File: src/rtl/pong_renderer.sv
// Pong pixel renderer: frame-latched sprite positions, hit tests and a
// two-stage colour pipeline with matching sync delay.
module pong_renderer #(
    parameter int          H_VIDEO       = 640,
    parameter int          V_VIDEO       = 480,
    parameter int          SQUARE_WIDTH  = 16,
    parameter int          PADDLE_WIDTH  = 12,
    parameter int          PADDLE_HEIGHT = 96,
    parameter int          NET_SIZE      = 12,
    parameter int          NET_X         = 314,
    parameter logic [11:0] SQUARE_COLOR  = 12'hFFF,
    parameter logic [11:0] PADDLE_COLOR  = 12'hFFF,
    parameter logic [11:0] NET_COLOR     = 12'h888,
    parameter logic [11:0] BG_COLOR      = 12'h000
) (
    input  logic        clk_0,
    input  logic        rst,
    input  logic [9:0]  pixel_x,
    input  logic [9:0]  pixel_y,
    input  logic        video_on,
    input  logic        hsync_in,
    input  logic        vsync_in,
    input  logic        frame_start,
    input  logic [9:0]  square_xpos,
    input  logic [9:0]  square_ypos,
    input  logic [9:0]  paddle1_xpos,
    input  logic [9:0]  paddle1_ypos,
    input  logic [9:0]  paddle2_xpos,
    input  logic [9:0]  paddle2_ypos,
    output logic [11:0] rgb,
    output logic        hsync_out,
    output logic        vsync_out
);

    localparam int RW = $clog2(NET_SIZE);
    localparam logic [RW-1:0] ROW_LAST = RW'(NET_SIZE - 1);
    localparam logic [10:0] SQ_EXT = 11'(SQUARE_WIDTH - 1);
    localparam logic [10:0] PW_EXT = 11'(PADDLE_WIDTH - 1);
    localparam logic [10:0] PH_EXT = 11'(PADDLE_HEIGHT - 1);
    localparam logic [10:0] NET_L  = 11'(NET_X);
    localparam logic [10:0] NET_R  = 11'(NET_X + NET_SIZE - 1);

    logic [9:0] sq_x, sq_y, p1_x, p1_y, p2_x, p2_y;

    always_ff @(posedge clk_0 or posedge rst) begin
        if (rst) begin
            sq_x <= 10'd320;
            sq_y <= 10'd240;
            p1_x <= 10'd24;
            p1_y <= 10'd191;
            p2_x <= 10'd603;
            p2_y <= 10'd191;
        end else if (frame_start) begin
            sq_x <= square_xpos;
            sq_y <= square_ypos;
            p1_x <= paddle1_xpos;
            p1_y <= paddle1_ypos;
            p2_x <= paddle2_xpos;
            p2_y <= paddle2_ypos;
        end
    end

    // 11-bit compares so right/bottom edge sums never wrap
    logic [10:0] x11, y11;
    logic        sq_hit, p1_hit, p2_hit, net_hit;

    assign x11 = {1'b0, pixel_x};
    assign y11 = {1'b0, pixel_y};

    assign sq_hit = (x11 >= {1'b0, sq_x}) && (x11 <= {1'b0, sq_x} + SQ_EXT)
                 && (y11 >= {1'b0, sq_y}) && (y11 <= {1'b0, sq_y} + SQ_EXT);
    assign p1_hit = (x11 >= {1'b0, p1_x}) && (x11 <= {1'b0, p1_x} + PW_EXT)
                 && (y11 >= {1'b0, p1_y}) && (y11 <= {1'b0, p1_y} + PH_EXT);
    assign p2_hit = (x11 >= {1'b0, p2_x}) && (x11 <= {1'b0, p2_x} + PW_EXT)
                 && (y11 >= {1'b0, p2_y}) && (y11 <= {1'b0, p2_y} + PH_EXT);

    logic [9:0]    y_prev;
    logic [RW-1:0] row_cnt, row_nxt;
    logic          phase, phase_nxt;

    always_comb begin
        row_nxt   = row_cnt;
        phase_nxt = phase;
        if (pixel_y != y_prev) begin
            if (pixel_y == 10'd0) begin
                row_nxt   = '0;
                phase_nxt = 1'b1;
            end else if (row_cnt == ROW_LAST) begin
                row_nxt   = '0;
                phase_nxt = ~phase;
            end else begin
                row_nxt = row_cnt + 1'b1;
            end
        end
    end

    always_ff @(posedge clk_0 or posedge rst) begin
        if (rst) begin
            y_prev  <= '0;
            row_cnt <= '0;
            phase   <= 1'b1;
        end else begin
            y_prev  <= pixel_y;
            row_cnt <= row_nxt;
            phase   <= phase_nxt;
        end
    end

    // next-state phase so a new line's first pixel already sees its segment
    assign net_hit = (x11 >= NET_L) && (x11 <= NET_R) && phase_nxt;

    logic s1_sq, s1_p1, s1_p2, s1_net, s1_von, s1_hs, s1_vs;

    always_ff @(posedge clk_0 or posedge rst) begin
        if (rst) begin
            s1_sq  <= 1'b0;
            s1_p1  <= 1'b0;
            s1_p2  <= 1'b0;
            s1_net <= 1'b0;
            s1_von <= 1'b0;
            s1_hs  <= 1'b1;
            s1_vs  <= 1'b1;
        end else begin
            s1_sq  <= sq_hit;
            s1_p1  <= p1_hit;
            s1_p2  <= p2_hit;
            s1_net <= net_hit;
            s1_von <= video_on;
            s1_hs  <= hsync_in;
            s1_vs  <= vsync_in;
        end
    end

    logic [11:0] color;

    always_comb begin
        color = BG_COLOR;
        if (!s1_von)
            color = 12'h000;
        else if (s1_sq)
            color = SQUARE_COLOR;
        else if (s1_p1 || s1_p2)
            color = PADDLE_COLOR;
        else if (s1_net)
            color = NET_COLOR;
    end

    always_ff @(posedge clk_0 or posedge rst) begin
        if (rst) begin
            rgb       <= 12'h000;
            hsync_out <= 1'b1;
            vsync_out <= 1'b1;
        end else begin
            rgb       <= color;
            hsync_out <= s1_hs;
            vsync_out <= s1_vs;
        end
    end

endmodule
File: config.mk
export PLATFORM = sky130hd
export DESIGN_NAME = pong_renderer
export DESIGN_NICKNAME = d
export VERILOG_FILES = /design/src/rtl/pong_renderer.sv
export SDC_FILE = /design/constraint.sdc
export NUM_CORES = 1
export LEC_CHECK = 0
export BUFFER_PORTS_ARGS = -buffer_cell sky130_fd_sc_hd__buf_2
export CAP_MARGIN = 20
export CORE_MARGIN = 2
export CORE_UTILIZATION = 59
export CTS_CLUSTER_SIZE = 10
export DETAILED_ROUTE_END_ITERATION = 10
export PLACE_DENSITY = 0.81
export SLEW_MARGIN = 20
export SYNTH_ARGS = -nofsm -noshare
export SYNTH_HDL_FRONTEND = slang
export SYNTH_SLANG_ARGS = --single-unit
File: constraint.sdc
create_clock -name clk_0 -period 3.25 [get_ports clk_0]
set_clock_uncertainty 0.1 [all_clocks]
set_input_delay 0.65 -clock clk_0 [delete_from_list [all_inputs] [get_ports clk_0]]
set_output_delay 0.65 -clock clk_0 [all_outputs]
set_load 0.1 [all_outputs]
=== Word-level counts from Yosys, hierarchy flattened ===
Cells that the tools add are included.

* Word-level logic and storage cells: 65
* Bits in registers: 96

* Eq/ne operators: 2
* $lt $le $gt $ge: 14
* Reduce and logical (&&, ||, !) cells: 13
* Mux-type cells: 9
* Add/subtract/negate cells: 7
* Bitwise gates (word level): 1

{| class="wikitable"
|+ Operator list
! cell !! count
|-
| <= comparator 10 x 11 -> 1 bit || 6
|-
| greater-or-equal comparator 10 bit || 6
|-
| 2-to-1 mux 12 bit || 4
|-
| adder 10 x 4 -> 11 bit, second input constant || 4
|-
| adder 10 x 7 -> 11 bit, second input constant || 2
|-
| logical AND 1 bit || 11
|-
| greater-or-equal comparator 10 x 9 -> 1 bit, second input constant || 1
|-
| <= comparator 10 x 9 -> 1 bit, second input constant || 1
|-
| logical NOT 10 bit || 1
|-
| != test 10 bit || 1
|-
| 2-to-1 mux 4 bit || 2
|-
| adder 4 x 1 -> 4 bit, second input constant || 1
|-
| equality test 4 bit, second input constant || 1
|-
| 2-to-1 mux 1 bit || 3
|-
| logical OR 1 bit || 1
|-
| NOT 1 bit || 1
|}

=== Logic depth before layout (Yosys ltp) ===
Gate-level depths: netlist of run 1.

* Word-level depth: 5
* Gate-level depth with buffers: 12

=== Least setup slack after synthesis of run 1 ===
Ideal clock, no wire load.

* Kind: register -> register
* Start: register p1_y[0]
* End: register s1_p1
* Cell stages (with the launch flop): 13
* Slack: 558 ps
* Required time: 3049 ps
* Period minus slack after synthesis: 2692 ps
* Path buffers: 0
* Data arrival time: 2491 ps
* Cell sequence: dfstp_2 -> inv_1 -> ha_1 -> or4b_1 -> a21oi_1 -> nor2_1 -> xnor2_1 -> ha_1 -> nand4_1 -> or3_1 -> o221ai_1 -> a21oi_1 -> nor4_1

* Cells in the longest elaborated chain, start to end: 3
* Elaborated cells on any way between the ends: 5
* Classes of those cells: 1 x add/sub; 2 x order compare; 2 x reduce/logical

{| class="wikitable"
|+ RTL lines
! item !! RTL line !! source
|-
| start, declared || 43 || <nowiki>logic [9:0] sq_x, sq_y, p1_x, p1_y, p2_x, p2_y;</nowiki>
|-
| start signal, assigned || 57 || <nowiki>p1_y <= paddle1_ypos;</nowiki>
|-
| adder 10 x 7 -> 11 bit or greater-or-equal comparator 10 bit (tied branches) || 73 || <nowiki>&& (y11 >= {1'b0, p1_y}) && (y11 <= {1'b0, p1_y} + PH_EXT);</nowiki>
|-
| <= comparator 10 x 11 -> 1 bit or logical AND 1 bit (tied branches) || 73 ||
|-
| logical AND 1 bit * || 73 ||
|-
| named net p1_hit || 65 || <nowiki>logic sq_hit, p1_hit, p2_hit, net_hit;</nowiki>
|-
| end signal, assigned || 125 || <nowiki>s1_p1 <= p1_hit;</nowiki>
|-
| end, declared || 112 || <nowiki>logic s1_sq, s1_p1, s1_p2, s1_net, s1_von, s1_hs, s1_vs;</nowiki>
|}

The timed path passes the listed nets; every way through them passes the cells marked *.
A chain may end at the register's enable or synchronous reset.

=== Worst setup path in the final report of run 1 ===
Same ends and word-level chain as after synthesis.

==> results of run 1 <==
routing by layer:
metal  part of all wire [%]  global-route usage (%)  vias up
li1                       -                       -     2807
met4                    3.1                    11.9        0
met3                    4.7                    3.61       42
met1                     43                    35.8     2807
met2                     49                    49.0      196
met5                      0                       0        -
metrics by stage:
step	utilization, %	worst slack, ns	hold slack, ns	total power (uW)	area, um2
after global routing	67.9	0.0181	0.262	3990	7690
final	67.9	0.166	0.256	3780	7690
after floorplan	-	0.333	0.245	2310	6780
after CTS	67.9	0.216	0.257	3770	7690
after detailed placement	65.1	0.269	0.247	2630	7370
after global placement	65.1	0.436	0.246	2540	7370
cells by family (layout without fill, tap and decap cells):
group	Yosys count	in the layout	share of synthesized area [%]
AO/OA/AOI/OAI	190	190	17.9
flip-flops	86	86	32.4
buffers and inverters	88	183	5.43
XOR/XNOR	57	57	7.37
adder cells (fa/ha/maj)	127	127	23.4
AND/OR/NAND/NOR	190	190	13.5
power groups by stage:
stage                     combinational, uW  sequential (uW)  clock (uW)
after detailed placement               1300             1330           0
after global placement                 1220             1320           0
after CTS                              1320             1310        1140
after floorplan                         962             1340           0
final                                  1330             1320        1140
after global routing                   1480             1330        1180
registers in the layout, indices dropped and copies added (netlist names), 4 cells and up:
register	count
p2_y	10
row_cnt	4
p2_x	10
y_prev	10
p1_x	10
sq_y	10
sq_x	10
p1_y	10
cell type report:
cell class,instances,area [um2]
Sequential cell,86,2190
Inverter,65,245
Clock inverter,7,96.3
Fill cell,894,3630
Multi-Input combinational cell,564,4220
Tap cell,143,179
Timing Repair Buffer,102,533
Clock buffer,9,225
worst max-delay path: stages, from the launching register on:
cell and delay (ns):
dfstp_2 0.38, inv_1 0.09, ha_1 0.22, or4b_1 0.49, a21oi_1 0.22, nor2_1 0.08, xnor2_1 0.13, ha_1 0.29
nand4_1 0.13, or3_1 0.39, o221ai_1 0.08, a21oi_1 0.08, nor4_1 0.28
path summary, 6_finish.rpt:
check / start / endpoint / cells past startpoint
min in group clk_0: s1_hs / hsync_out / 0
hold / removal: rst / p1_x[0] / 2
hold reg to reg: s1_hs / hsync_out / 0
max in group asynchronous: rst / p2_y[2] / 3
setup / recovery: p1_y[0] / s1_p1 / 12
setup reg to reg: p1_y[0] / s1_p1 / 12
layout by cell type, fill, tap and decap left out, types with 13 or more instances in the layout:
cell,count
ha_1,127
buf_2,98
nand2_1,84
o21ai_0,72
inv_1,63
xnor2_1,53
dfrtp_1,53
dfstp_2,33
nand3_1,25
a21oi_1,23
nor2_1,22
o21a_1,17
nor3_1,15
a211oi_1,13
==> flow_summary_export.csv, run 1 <==
group,metric,value,unit
yosys,synth_most_common_cell,"ha_1",
floorplanning,fp.dieW,111,um
power_and_ir_drop,p_clk_share,30.0,%
yosys,ys_seq_elements,86,
yosys,async_reset_ff_share,100,%
grt,grt.total_usage,28.3,%
power_and_ir_drop,seq_power_share,34.8,%
cts,cts_buffers,9,
placement,routabilityCongestion,0.888,
critical_path,start_kind,"flip-flop",
floorplanning,start_util,59.9,%
routing,drc,0,
routing,viasPerCell,6.00,
sta,setup_viol_count_final,0,
cts,cts_resized,0,
power_and_ir_drop,p_leak,0.00363,uW
critical_path,cp_data_required_time,3.39,ns
power_and_ir_drop,power_density,492,nW/um2
layout,drive_gt1_share,19.4,%
yosys,yosysTopAreaCellShare,23.4,%
grt,grt_pass1_vias,6050,
power_and_ir_drop,p_switching,1380,uW
cts,postCtsHoldBufs,0,
cts,clk_latency,0.35,ns
layout,finalNonFillerCells,976,
sta,hold_violations,0,
sta,post-route-period-util,94.9,%
power_and_ir_drop,internal_power,2410,uW
layout,fin_nets,1041,
cts,clock-sinks,86,
yosys,yosys-top-cells-count,"ha_1, nand2_1, o21ai_0",
placement,placed_cells,960,
sta,worstMarginPinSlew,0.658,ns
yosys,ys_seq_area_share,32.4,%
yosys,netlist_area,6780,um2
floorplanning,io_pins,100,
sta,rsz0062_at_grt,"false",
sta,clock.fmax,324,MHz
run_status,outcome,"finished, final reports clean",
layout,area_growth,13.4,%
routing,finalWirelength,16800,um
grt,grt_max_degree,74,
yosys,synth_edf_count,0,
yosys,synth_largest_area_cell,"ha_1",
routing,wire_per_inst,17.2,um
yosys,synth_ff_type,"dfrtp_1",
sta,period_minus_slack,3.08,ns
critical_path,r2r_slack,0.17,ns
cts,cts-root-buf,"clkbuf_16",
power_and_ir_drop,comb_power_share,35.2,%
cts,clkSlewWorstSetupHoldPaths,0.07,ns
layout,antenna-diode-count,0,
cts,clockBufferDepth,2,
run,maxCapViolations,0,
yosys,synth_cells,738,
routing,drt-pass1-iter-count,7,
cts,postCtsSetupRepairBufs,0,
yosys,synth_cell_types,56,
floorplanning,die_area,12400,um2
sta,slew_headroom,56.1,%
critical_path,cp-end-kind,"flip-flop",
yosys,synth.net_count,951,
critical_path,critPathMaxFanout,3,
critical_path,cp.arrival,3.22,ns
grt,grt-ovfl-total,0,
floorplanning,core-area,11300,um2
hold_path,hp-class,"in -> async",
routing,vias,5852,
yosys,synth.avg_cell_area,9.18,um2
yosys,synth.top_cells.by_area,"ha_1, dfrtp_1, dfstp_2",
routing,antenna_left,0,
floorplanning,die_y,111,um
placement,dp_hpwl,12800,um
grt,antenna_found_initial,0,
floorplanning,core.rowCount,39,
critical_path,path_class,"reg -> reg",
placement,portBuffers,99,
routing,initialDrtViolationCount,323,
yosys,yosysWarnings,0,
power_and_ir_drop,ir_worst_vdd,0.487,mV
cts,cts_tree,"done",
sta,slew_viol_final,0,
power_and_ir_drop,switching_share,36.4,%
sta,setup_tns,0,ns
cts,cts_max_level,3,
grt,grt_pass1_wl,28600,um
Note: power is estimated with default switching activity, not from simulation.
==> inputs of run 2 (changes only) <==
- CELL_PAD_IN_SITES_DETAIL_PLACEMENT: unset -> 0
- CELL_PAD_IN_SITES_GLOBAL_PLACEMENT: unset -> 1
- CORE_UTILIZATION: 59 -> 45
==> flow_summary_export.csv, run 2 (synthesized netlist as in run 1, its figures left out) <==
group,metric,value,unit
run_status,outcome,"finished, final reports clean",
routing,wire_per_inst,16.2,um
critical_path,r2r_slack,0.22,ns
grt,grt_max_degree,121,
power_and_ir_drop,p_leak,0.00363,uW
layout,final_cell_area,7750,um2
grt,grt_pass1_vias,5889,
grt,antenna_found_initial,0,
floorplanning,start_util,46.3,%
layout,antenna-diode-count,0,
sta,clock.fmax,330,MHz
power_and_ir_drop,p_switching,1350,uW
critical_path,start_kind,"flip-flop",
sta,rsz0062_at_grt,"false",
critical_path,critPathMaxFanout,3,
placement,dp_hpwl,12800,um
critical_path,r2r-start,"p1_y[0]",
power_and_ir_drop,ir_worst_vdd,0.255,mV
routing,vias,5620,
layout,layout_common_cells,"ha_1, buf_2, nand2_1, o21ai_0, inv_1",
cts,postCtsHoldBufs,0,
cts,cts_max_level,3,
floorplanning,core.rowCount,44,
power_and_ir_drop,comb_power_share,35.0,%
layout,final_common_cell,"ha_1",
layout,fin_nets,1040,
floorplanning,die_area,16100,um2
routing,viasPerCell,5.53,
layout,nFillCells,1351,
sta,setup_tns,0,ns
hold_path,min_from,"s1_hs",
floorplanning,die_y,127,um
power_and_ir_drop,power_density,482,nW/um2
power_and_ir_drop,internal_power,2390,uW
hold_path,holdPathEnd,"hsync_out",
hold_path,hp-class,"reg -> reg",
cts,clk_latency,0.36,ns
sta,setup_viol_count_final,0,
power_and_ir_drop,p_clk_share,29.8,%
cts,cts_buffers,9,
routing,initialDrtViolationCount,227,
grt,grt-ovfl-total,0,
sta,post-route-period-util,93.2,%
sta,period_minus_slack,3.03,ns
placement,placed_area,7420,um2
routing,antenna_left,0,
critical_path,r2r-end,"s1_p1",
sta,slew_headroom,52.4,%
sta,slew_viol_final,0,
power_and_ir_drop,switching_share,36.1,%
floorplanning,core-area,14600,um2
cts,clock-sinks,86,
critical_path,cp.arrival,3.19,ns
sta,worstMarginPinSlew,0.713,ns
cts,clkSlewWorstSetupHoldPaths,0.06,ns
run,maxCapViolations,0,
critical_path,cp_data_required_time,3.41,ns
critical_path,path_class,"reg -> reg",
layout,area_growth,14.3,%
floorplanning,fp.dieW,127,um
cts,cts_tree,"done",
layout,drive_gt1_share,19.5,%
floorplanning,io_pins,100,
grt,grt.total_usage,21.6,%
routing,drt-pass1-iter-count,4,
critical_path,r2r_cells,12,
hold_path,hold_depth,0,
placement,portBuffers,99,
sta,hold_violations,0,
routing,finalWirelength,16500,um
cts,clockBufferDepth,2,
power_and_ir_drop,seq_power_share,35.2,%
cts,cts-root-buf,"clkbuf_16",
placement,routabilityCongestion,0.947,
grt,grt_pass1_wl,28000,um
critical_path,cp-end-kind,"flip-flop",
routing,drc,0,
-- run 2: cell type report --
class	count	area, um2	area share [%]
Inverter	65	245	3.17
Clock inverter	4	52.6	0.678
Sequential cell	86	2190	28.3
Multi-Input combinational cell	564	4220	54.5
Timing Repair Buffer	101	538	6.94
Clock buffer	12	267	3.44
Tap cell	184	230	2.97
-- run 2: power groups by stage --
| stage | Sequential, uW | Clock (uW) | Combinational (uW) |
|---|---|---|---|
| after floorplan | 1340 | 0 | 962 |
| after global placement | 1320 | 0 | 1250 |
| after detailed placement | 1330 | 0 | 1300 |
| after CTS | 1310 | 1130 | 1310 |
| after global routing | 1330 | 1190 | 1470 |
| final | 1310 | 1110 | 1310 |
-- run 2: critical path: stages (launching register included) --
cell and delay [ns]:
dfstp_2 0.38, inv_1 0.10, ha_1 0.21, or4b_1 0.52
a21oi_2 0.20, nor2_1 0.07, xnor2_1 0.13, ha_1 0.31
nand4_1 0.15, or3_1 0.41, o221ai_1 0.08, a21oi_1 0.06
nor4_1 0.22
-- run 2: worst max-delay path by stage --
stage                        from      end  cells after the start
final                     p1_y[0]    s1_p1                     12
after global routing      p1_y[0]    s1_p1                     12
after CTS                 p1_y[0]    s1_p1                     12
after detailed placement  p2_x[0]    s1_p2                     11
after global placement    p1_y[0]    s1_p1                     12
after floorplan               rst  p1_x[0]                      1
-- run 2: stage by stage --
stage	util, %	total power [uW]	setup slack, ns	instances	hold slack, ns
4_1_cts	52.9	3760	0.228	1016	0.258
6_report	52.9	3730	0.221	1016	0.257
5_1_grt	52.9	3990	0.0104	1016	0.260
3_5_place_dp	50.7	2630	0.265	1000	0.249
2_1_floorplan	-	2310	0.333	738	0.245
3_3_place_gp	50.7	2570	0.415	1000	0.249
-- run 2: what timing repair did --
action / 4_1_cts / 5_1_grt
gates resized for setup: 0 / 2
setup buffers: 0 / 0
setup endpoints to repair: 0 / 2
-- run 2: routing by layer --
layer | GRT usage (%) | routed length, um
met3 | 3.04 | 651
met1 | 28.4 | 7770
met2 | 36.1 | 7710
met4 | 8.73 | 381
met5 | 0 | 0
